`config.mk`:
```
export PLATFORM = sky130hd
export DESIGN_NAME = l1_pmem_arbiter
export DESIGN_NICKNAME = d
export VERILOG_FILES = /design/src/rtl/l1_pmem_arbiter.sv
export SDC_FILE = /design/constraint.sdc
export NUM_CORES = 1
export LEC_CHECK = 0
export CORE_AREA = 2 2 269 271
export CTS_CLUSTER_SIZE = 12
export DETAILED_ROUTE_END_ITERATION = 16
export DIE_AREA = 0 0 271 273
export PLACE_DENSITY_LB_ADDON = 0.25
export SLEW_MARGIN = 20
export SYNTH_ARGS = -nofsm -noshare
export SYNTH_HDL_FRONTEND = slang
export SYNTH_SLANG_ARGS = --single-unit
export TNS_END_PERCENT = 1
```
`constraint.sdc`:
```
create_clock -name clk -period 8.3 [get_ports clk]
set_input_delay 2.075 -clock clk [delete_from_list [all_inputs] [get_ports clk]]
set_output_delay 2.075 -clock clk [all_outputs]
set_load 0.02 [all_outputs]
```
`src/rtl/l1_pmem_arbiter.sv`:
```
// l1_pmem_arbiter: merges L1 icache and dcache line requests onto one L2 port.
// One requester is granted at a time; the granted request is registered so L2
// sees stable read/write/address/wdata, and L2 data/resp are routed back.
// Optional macro ARB_RR_EN: round-robin tie-break instead of dcache priority.
module l1_pmem_arbiter #(
  parameter int ADDR_W = 16,
  parameter int LINE_W = 128
) (
  input  logic              clk,
  input  logic              rst,
  input  logic              i_pmem_read,
  input  logic [ADDR_W-1:0] i_pmem_address,
  output logic [LINE_W-1:0] i_pmem_rdata,
  output logic              i_pmem_resp,
  input  logic              d_pmem_read,
  input  logic              d_pmem_write,
  input  logic [ADDR_W-1:0] d_pmem_address,
  input  logic [LINE_W-1:0] d_pmem_wdata,
  output logic [LINE_W-1:0] d_pmem_rdata,
  output logic              d_pmem_resp,
  output logic              l2_read,
  output logic              l2_write,
  output logic [ADDR_W-1:0] l2_address,
  output logic [LINE_W-1:0] l2_wdata,
  input  logic [LINE_W-1:0] l2_rdata,
  input  logic              l2_resp
);

  typedef enum logic [1:0] {
    S_IDLE  = 2'd0,
    S_GNT_I = 2'd1,
    S_GNT_D = 2'd2
  } state_t;

  state_t            state_q, state_d;
  logic              rd_q, rd_d;
  logic              wr_q, wr_d;
  logic [ADDR_W-1:0] addr_q, addr_d;
  logic [LINE_W-1:0] wdata_q, wdata_d;

  logic i_req, d_req;
  logic grant_i, grant_d;

  // Line-offset bits never reach L2; the address is line aligned when latched.
  logic addr_lsb_unused;
  assign addr_lsb_unused = ^{i_pmem_address[3:0], d_pmem_address[3:0]};

  assign i_req = i_pmem_read;
  assign d_req = d_pmem_read | d_pmem_write;

`ifdef ARB_RR_EN
  // High when the dcache wins the next tie; it is the side not served last.
  logic prio_d_q, prio_d_d;

  // Tie-break by the round-robin pointer and advance it on every grant.
  always_comb begin
    grant_d  = d_req & (~i_req | prio_d_q);
    grant_i  = i_req & ~grant_d;
    prio_d_d = prio_d_q;
    if (state_q == S_IDLE) begin
      if (grant_d)      prio_d_d = 1'b0;
      else if (grant_i) prio_d_d = 1'b1;
    end
  end

  // Round-robin pointer register; starts favouring the dcache.
  always_ff @(posedge clk or posedge rst) begin
    if (rst) prio_d_q <= 1'b1;
    else     prio_d_q <= prio_d_d;
  end
`else
  // Fixed priority: dcache wins every tie.
  always_comb begin
    grant_d = d_req;
    grant_i = i_req & ~d_req;
  end
`endif

  // Next-state logic: latch the winner's request in idle, release on l2_resp.
  always_comb begin
    state_d = state_q;
    rd_d    = rd_q;
    wr_d    = wr_q;
    addr_d  = addr_q;
    wdata_d = wdata_q;
    case (state_q)
      S_IDLE: begin
        if (grant_d) begin
          state_d = S_GNT_D;
          // A simultaneous dcache read waits until after the write-back.
          wr_d    = d_pmem_write;
          rd_d    = ~d_pmem_write;
          addr_d  = {d_pmem_address[ADDR_W-1:4], 4'h0};
          wdata_d = d_pmem_wdata;
        end else if (grant_i) begin
          state_d = S_GNT_I;
          wr_d    = 1'b0;
          rd_d    = 1'b1;
          addr_d  = {i_pmem_address[ADDR_W-1:4], 4'h0};
          wdata_d = '0;
        end
      end
      S_GNT_I, S_GNT_D: begin
        if (l2_resp) begin
          state_d = S_IDLE;
          rd_d    = 1'b0;
          wr_d    = 1'b0;
          addr_d  = '0;
          wdata_d = '0;
        end
      end
      default: begin
        state_d = S_IDLE;
        rd_d    = 1'b0;
        wr_d    = 1'b0;
        addr_d  = '0;
        wdata_d = '0;
      end
    endcase
  end

  // State and registered L2 request.
  always_ff @(posedge clk or posedge rst) begin
    if (rst) begin
      state_q <= S_IDLE;
      rd_q    <= 1'b0;
      wr_q    <= 1'b0;
      addr_q  <= '0;
      wdata_q <= '0;
    end else begin
      state_q <= state_d;
      rd_q    <= rd_d;
      wr_q    <= wr_d;
      addr_q  <= addr_d;
      wdata_q <= wdata_d;
    end
  end

  assign l2_read    = rd_q;
  assign l2_write   = wr_q;
  assign l2_address = addr_q;
  assign l2_wdata   = wdata_q;

  // Route L2 data and completion back to the granted requester only.
  always_comb begin
    i_pmem_resp  = (state_q == S_GNT_I) & l2_resp;
    d_pmem_resp  = (state_q == S_GNT_D) & l2_resp;
    i_pmem_rdata = (state_q == S_GNT_I) ? l2_rdata : '0;
    d_pmem_rdata = (state_q == S_GNT_D) ? l2_rdata : '0;
  end

endmodule

```
==> PnR_summary.wiki <==
{| class="wikitable"
! Metric !! Value
|-
| Run status || finished clean
|-
| EDFF count, synth || 0
|-
| Arrival time at the worst endpoint || 3.57 ns
|-
| Total detailed-routing wirelength || 55900 um
|-
| Ys flop type || sky130_fd_sc_hd__dfrtp_1
|-
| Crit path max fanout || 2
|-
| Crit path max-delay cell type || sky130_fd_sc_hd__clkdlybuf4s50_1
|-
| Iteration count of the initial detailed-routing pass || 4
|-
| Post-detail-place hpwl || 45300 um
|-
| Nature of the critical path startpoint || input pin
|-
| Detail-routed net length per standard cell || 22.1 um
|-
| Total leakage power || 6.28 nW
|-
| Final Wtd Congestion || 0.855
|-
| Number of port buffers || 685
|-
| Final clock skew || 0.0113 ns
|-
| Largest net degree at the start of global routing || 130
|-
| Most prevalent standard cell on the critical path || sky130_fd_sc_hd__clkdlybuf4s50_1
|-
| Minimum setup slack after placement || 2.61 ns
|-
| Area of the die || 0.0740 mm2
|-
| Setup TNS Final || 0 ns
|-
| Die Width || 271 um
|-
| Final Hold Vio Count || 0
|-
| Time the final worst path needs with I/O delays and setup || ~5.6 ns
|-
| Worst path required time || 6.23 ns
|-
| Starting density of the core || 0.113
|-
| Number of buffers created by CTS || 17
|-
| Overall routing resource usage || 0.144
|-
| Leading area contributor after synthesis || sky130_fd_sc_hd__dfrtp_1
|-
| Initial antenna violation count || 51
|-
| CP Buf/Inv Count || 2
|-
| #FFs+latches synth || 144
|-
| Worst path max stage delay || between 0.7 and 0.8 ns
|-
| Clock tree from TritonCTS || built
|-
| Share of cells above drive strength 1 || 0.0311
|-
| Top post-synthesis cells by count || sky130_fd_sc_hd__and2_1 (258), sky130_fd_sc_hd__dfrtp_1 (144), sky130_fd_sc_hd__inv_1 (132)
|-
| Clock insertion delay at the later pin of the skew report || 0.46 ns
|-
| Area of the mapped netlist || roughly 0.0080 mm2
|-
| Total DRC errors in the routed layout || 0
|-
| Clock Root Buffer || sky130_fd_sc_hd__clkbuf_16
|-
| ANT nets after route || 0
|-
| Clock transition at the registers of the reported paths || 0.06 ns
|-
| Cts hold-fix bufs || 0
|-
| Final worst path period share || 0.680
|-
| Setup Viol. Count Final || 0
|-
| Setup repair after global routing missed its margin || no
|-
| Final worst setup slack || between 2 and 3 ns
|-
| Share of synthesized registers carrying an async set or reset || 1.00
|-
| Violation count after the first detailed-route iteration || 393
|-
| Via count of the first global-routing pass || slightly above 9k
|-
| Headroom to the max-slew limit || 0.332
|-
| Area of placed instances || 0.0157 mm2
|-
| Endpoint class of the critical path || output port
|-
| Most used standard cell by instance count after synthesis || sky130_fd_sc_hd__and2_1
|-
| Layout area overhead || 104%
|-
| Series of cell instances along the critical path || clkdlybuf4s50_1 > and2_1 > clkdlybuf4s50_1
|-
| # resized after CTS || 0
|-
| Vias per inst || 3.68
|-
| Design Area, Final || 0.0164 mm2
|-
| Height of the die || 273 um
|-
| Number of nets in the finished design || 1858
|-
| # H-tree levels || 4
|-
| Number of vias in the routed layout || 9316
|-
| Max rail drop VDD || 0.166 mV
|-
| Mapped Cells || approximately 940
|-
| CTS max path bufs || 2
|-
| Max Transition Viols Final || 0
|-
| Number of rows in the core area || around 100
|-
| Upper clock frequency limit || around 180 MHz
|-
| Worst-case register-to-register setup slack || 5.54 ns
|-
| Synth unique cells || 26
|-
| Syn. warnings || 0
|-
| Number of I/O pins || 698
|-
| Slew at the pin with the worst max-slew slack || 1.00 ns
|-
| First-pass GRT wire length || 74800 um
|-
| Category of cells accounting for the largest share of critical-path delay || buffers and inverters
|-
| Number of buffers added for setup after CTS || 0
|-
| Pwr Density || between 300 and 400 mW/mm2
|-
| Placeable core region || 0.0710 mm2
|-
| Share of synthesized area occupied by flip-flops and latches || 0.449
|-
| Hold Crit Class || reg -> reg
|-
| Syn avg cell area || 8.53 um2
|-
| Class of the most critical setup path || in -> out
|-
| Max-Cap Viols || 0
|-
| Yosys top cell area share || 0.449
|-
| Clock sink count || 144
|-
| Leading cell types by total area after synthesis || sky130_fd_sc_hd__dfrtp_1 (45%), sky130_fd_sc_hd__and2_1 (20%), sky130_fd_sc_hd__nand4_1 (10%)
|-
| Remaining global-route overflow || 0
|}
-- cell usage in the layout (no fill, tap or decap) --
cell type / n
sky130_fd_sc_hd__nand4_1: 128
sky130_fd_sc_hd__ha_4: 3
sky130_fd_sc_hd__clkbuf_8: 1
sky130_fd_sc_hd__a31oi_1: 12
sky130_fd_sc_hd__o21a_4: 1
sky130_fd_sc_hd__buf_6: 1
sky130_fd_sc_hd__conb_1: 4
sky130_fd_sc_hd__clkinv_2: 2
sky130_fd_sc_hd__nand2b_4: 1
sky130_fd_sc_hd__nor2b_1: 1
sky130_fd_sc_hd__buf_4: 6
sky130_fd_sc_hd__clkinvlp_4: 2
sky130_fd_sc_hd__a21oi_1: 2
sky130_fd_sc_hd__dfrtp_1: 144
sky130_fd_sc_hd__mux2_4: 1
sky130_fd_sc_hd__inv_6: 6
sky130_fd_sc_hd__inv_1: 131
sky130_fd_sc_hd__buf_16: 2
sky130_fd_sc_hd__o21ai_1: 91
sky130_fd_sc_hd__nand3_1: 2
sky130_fd_sc_hd__o21a_1: 12
sky130_fd_sc_hd__or2_4: 1
sky130_fd_sc_hd__bufinv_16: 1
sky130_fd_sc_hd__nor2_1: 1
sky130_fd_sc_hd__clkinv_4: 3
sky130_fd_sc_hd__nand2_1: 1
sky130_fd_sc_hd__diode_2: 8
sky130_fd_sc_hd__clkdlybuf4s50_1: 685
sky130_fd_sc_hd__clkbuf_1: 1
sky130_fd_sc_hd__clkbuf_16: 17
sky130_fd_sc_hd__or3b_4: 1
sky130_fd_sc_hd__o2bb2ai_1: 12
sky130_fd_sc_hd__and2_1: 258
sky130_fd_sc_hd__o21ai_0: 40
-- registers in the layout (all words and copies together), names as in the netlist --
name / cells
state_q: 2
l2_write: 1
l2_read: 1
l2_address: 12
l2_wdata: 128
-- area by class of cell --
| class | count | area [um2] |
|---|---|---|
| flip-flops and latches | 144 | 3600 |
| well taps | 950 | 1190 |
| fillers | 7699 | 54600 |
| clock inverters | 13 | 125 |
| diodes | 8 | 20.0 |
| inverters | 132 | 500 |
| multi-input cells | 572 | 3530 |
| clock buffers | 19 | 443 |
| repair buffers | 694 | 6970 |
-- per-layer routing --
metal,vias up,global-route usage,part of all wire
li1,4333,-,-
met1,4405,0.153,0.37
met2,465,0.272,0.54
met3,107,0.0383,0.063
met4,6,0.0464,0.029
met5,-,0,0.00066
-- power breakdown --
group | internal, W | switching [W] | total (W)
sequential | 0.00104 | 0.000189 | 0.00123
combinational | 0.00158 | 0.00210 | 0.00367
clock | 0.000425 | 0.000346 | 0.000771
total | 0.00304 | 0.00263 | 0.00567
-- final timing paths --
| check | end | cells past startpoint | from |
|---|---|---|---|
| worst max register to register | l2_wdata[97] | 6 | state_q[0] |
| max in group asynchronous | l2_wdata[13] | 4 | rst |
| worst min-delay path | l2_address[6] | 1 | l2_address[6] |
| worst max-delay path | i_pmem_rdata[78] | 3 | l2_rdata[78] |
| worst min register to register | l2_address[6] | 1 | l2_address[6] |
| min in group asynchronous | l2_wdata[109] | 2 | rst |
-- logic make-up after synthesis --
| group | after synthesis | share of synthesized area |
|---|---|---|
| AO/OA/AOI/OAI | 170 | 0.118 |
| adder cells (fa/ha/maj) | 3 | 0.00467 |
| buffers and inverters | 229 | 0.120 |
| multiplexers | 1 | 0.00187 |
| other | 1 | 0.000467 |
| AND/OR/NAND/NOR | 394 | 0.306 |
| flip-flops | 144 | 0.449 |
-- worst register-to-register path, cell delays in order, from the launching register on --
cell                       delay [ns]
sky130_fd_sc_hd__dfrtp_1         0.43
sky130_fd_sc_hd__inv_1           0.18
sky130_fd_sc_hd__ha_4            0.23
sky130_fd_sc_hd__nand2b_4        0.57
sky130_fd_sc_hd__o21a_4          0.47
sky130_fd_sc_hd__buf_4           0.61
sky130_fd_sc_hd__o21ai_1         0.15
-- stage by stage --
| stage | std cells | util | hold WS, ns | total power (W) |
|---|---|---|---|---|
| 5_1_grt | 2528 | 0.231 | 0.515 | 0.00602 |
| 3_3_place_gp | 2490 | 0.222 | 0.475 | 0.00495 |
| 3_5_place_dp | 2490 | 0.222 | 0.476 | 0.00494 |
| 2_1_floorplan | 945 | - | 0.519 | 0.00307 |
| 4_1_cts | 2522 | 0.230 | 0.491 | 0.00575 |
| 6_report | 2532 | 0.231 | 0.491 | 0.00567 |
Power figures use the tool's default switching activity.
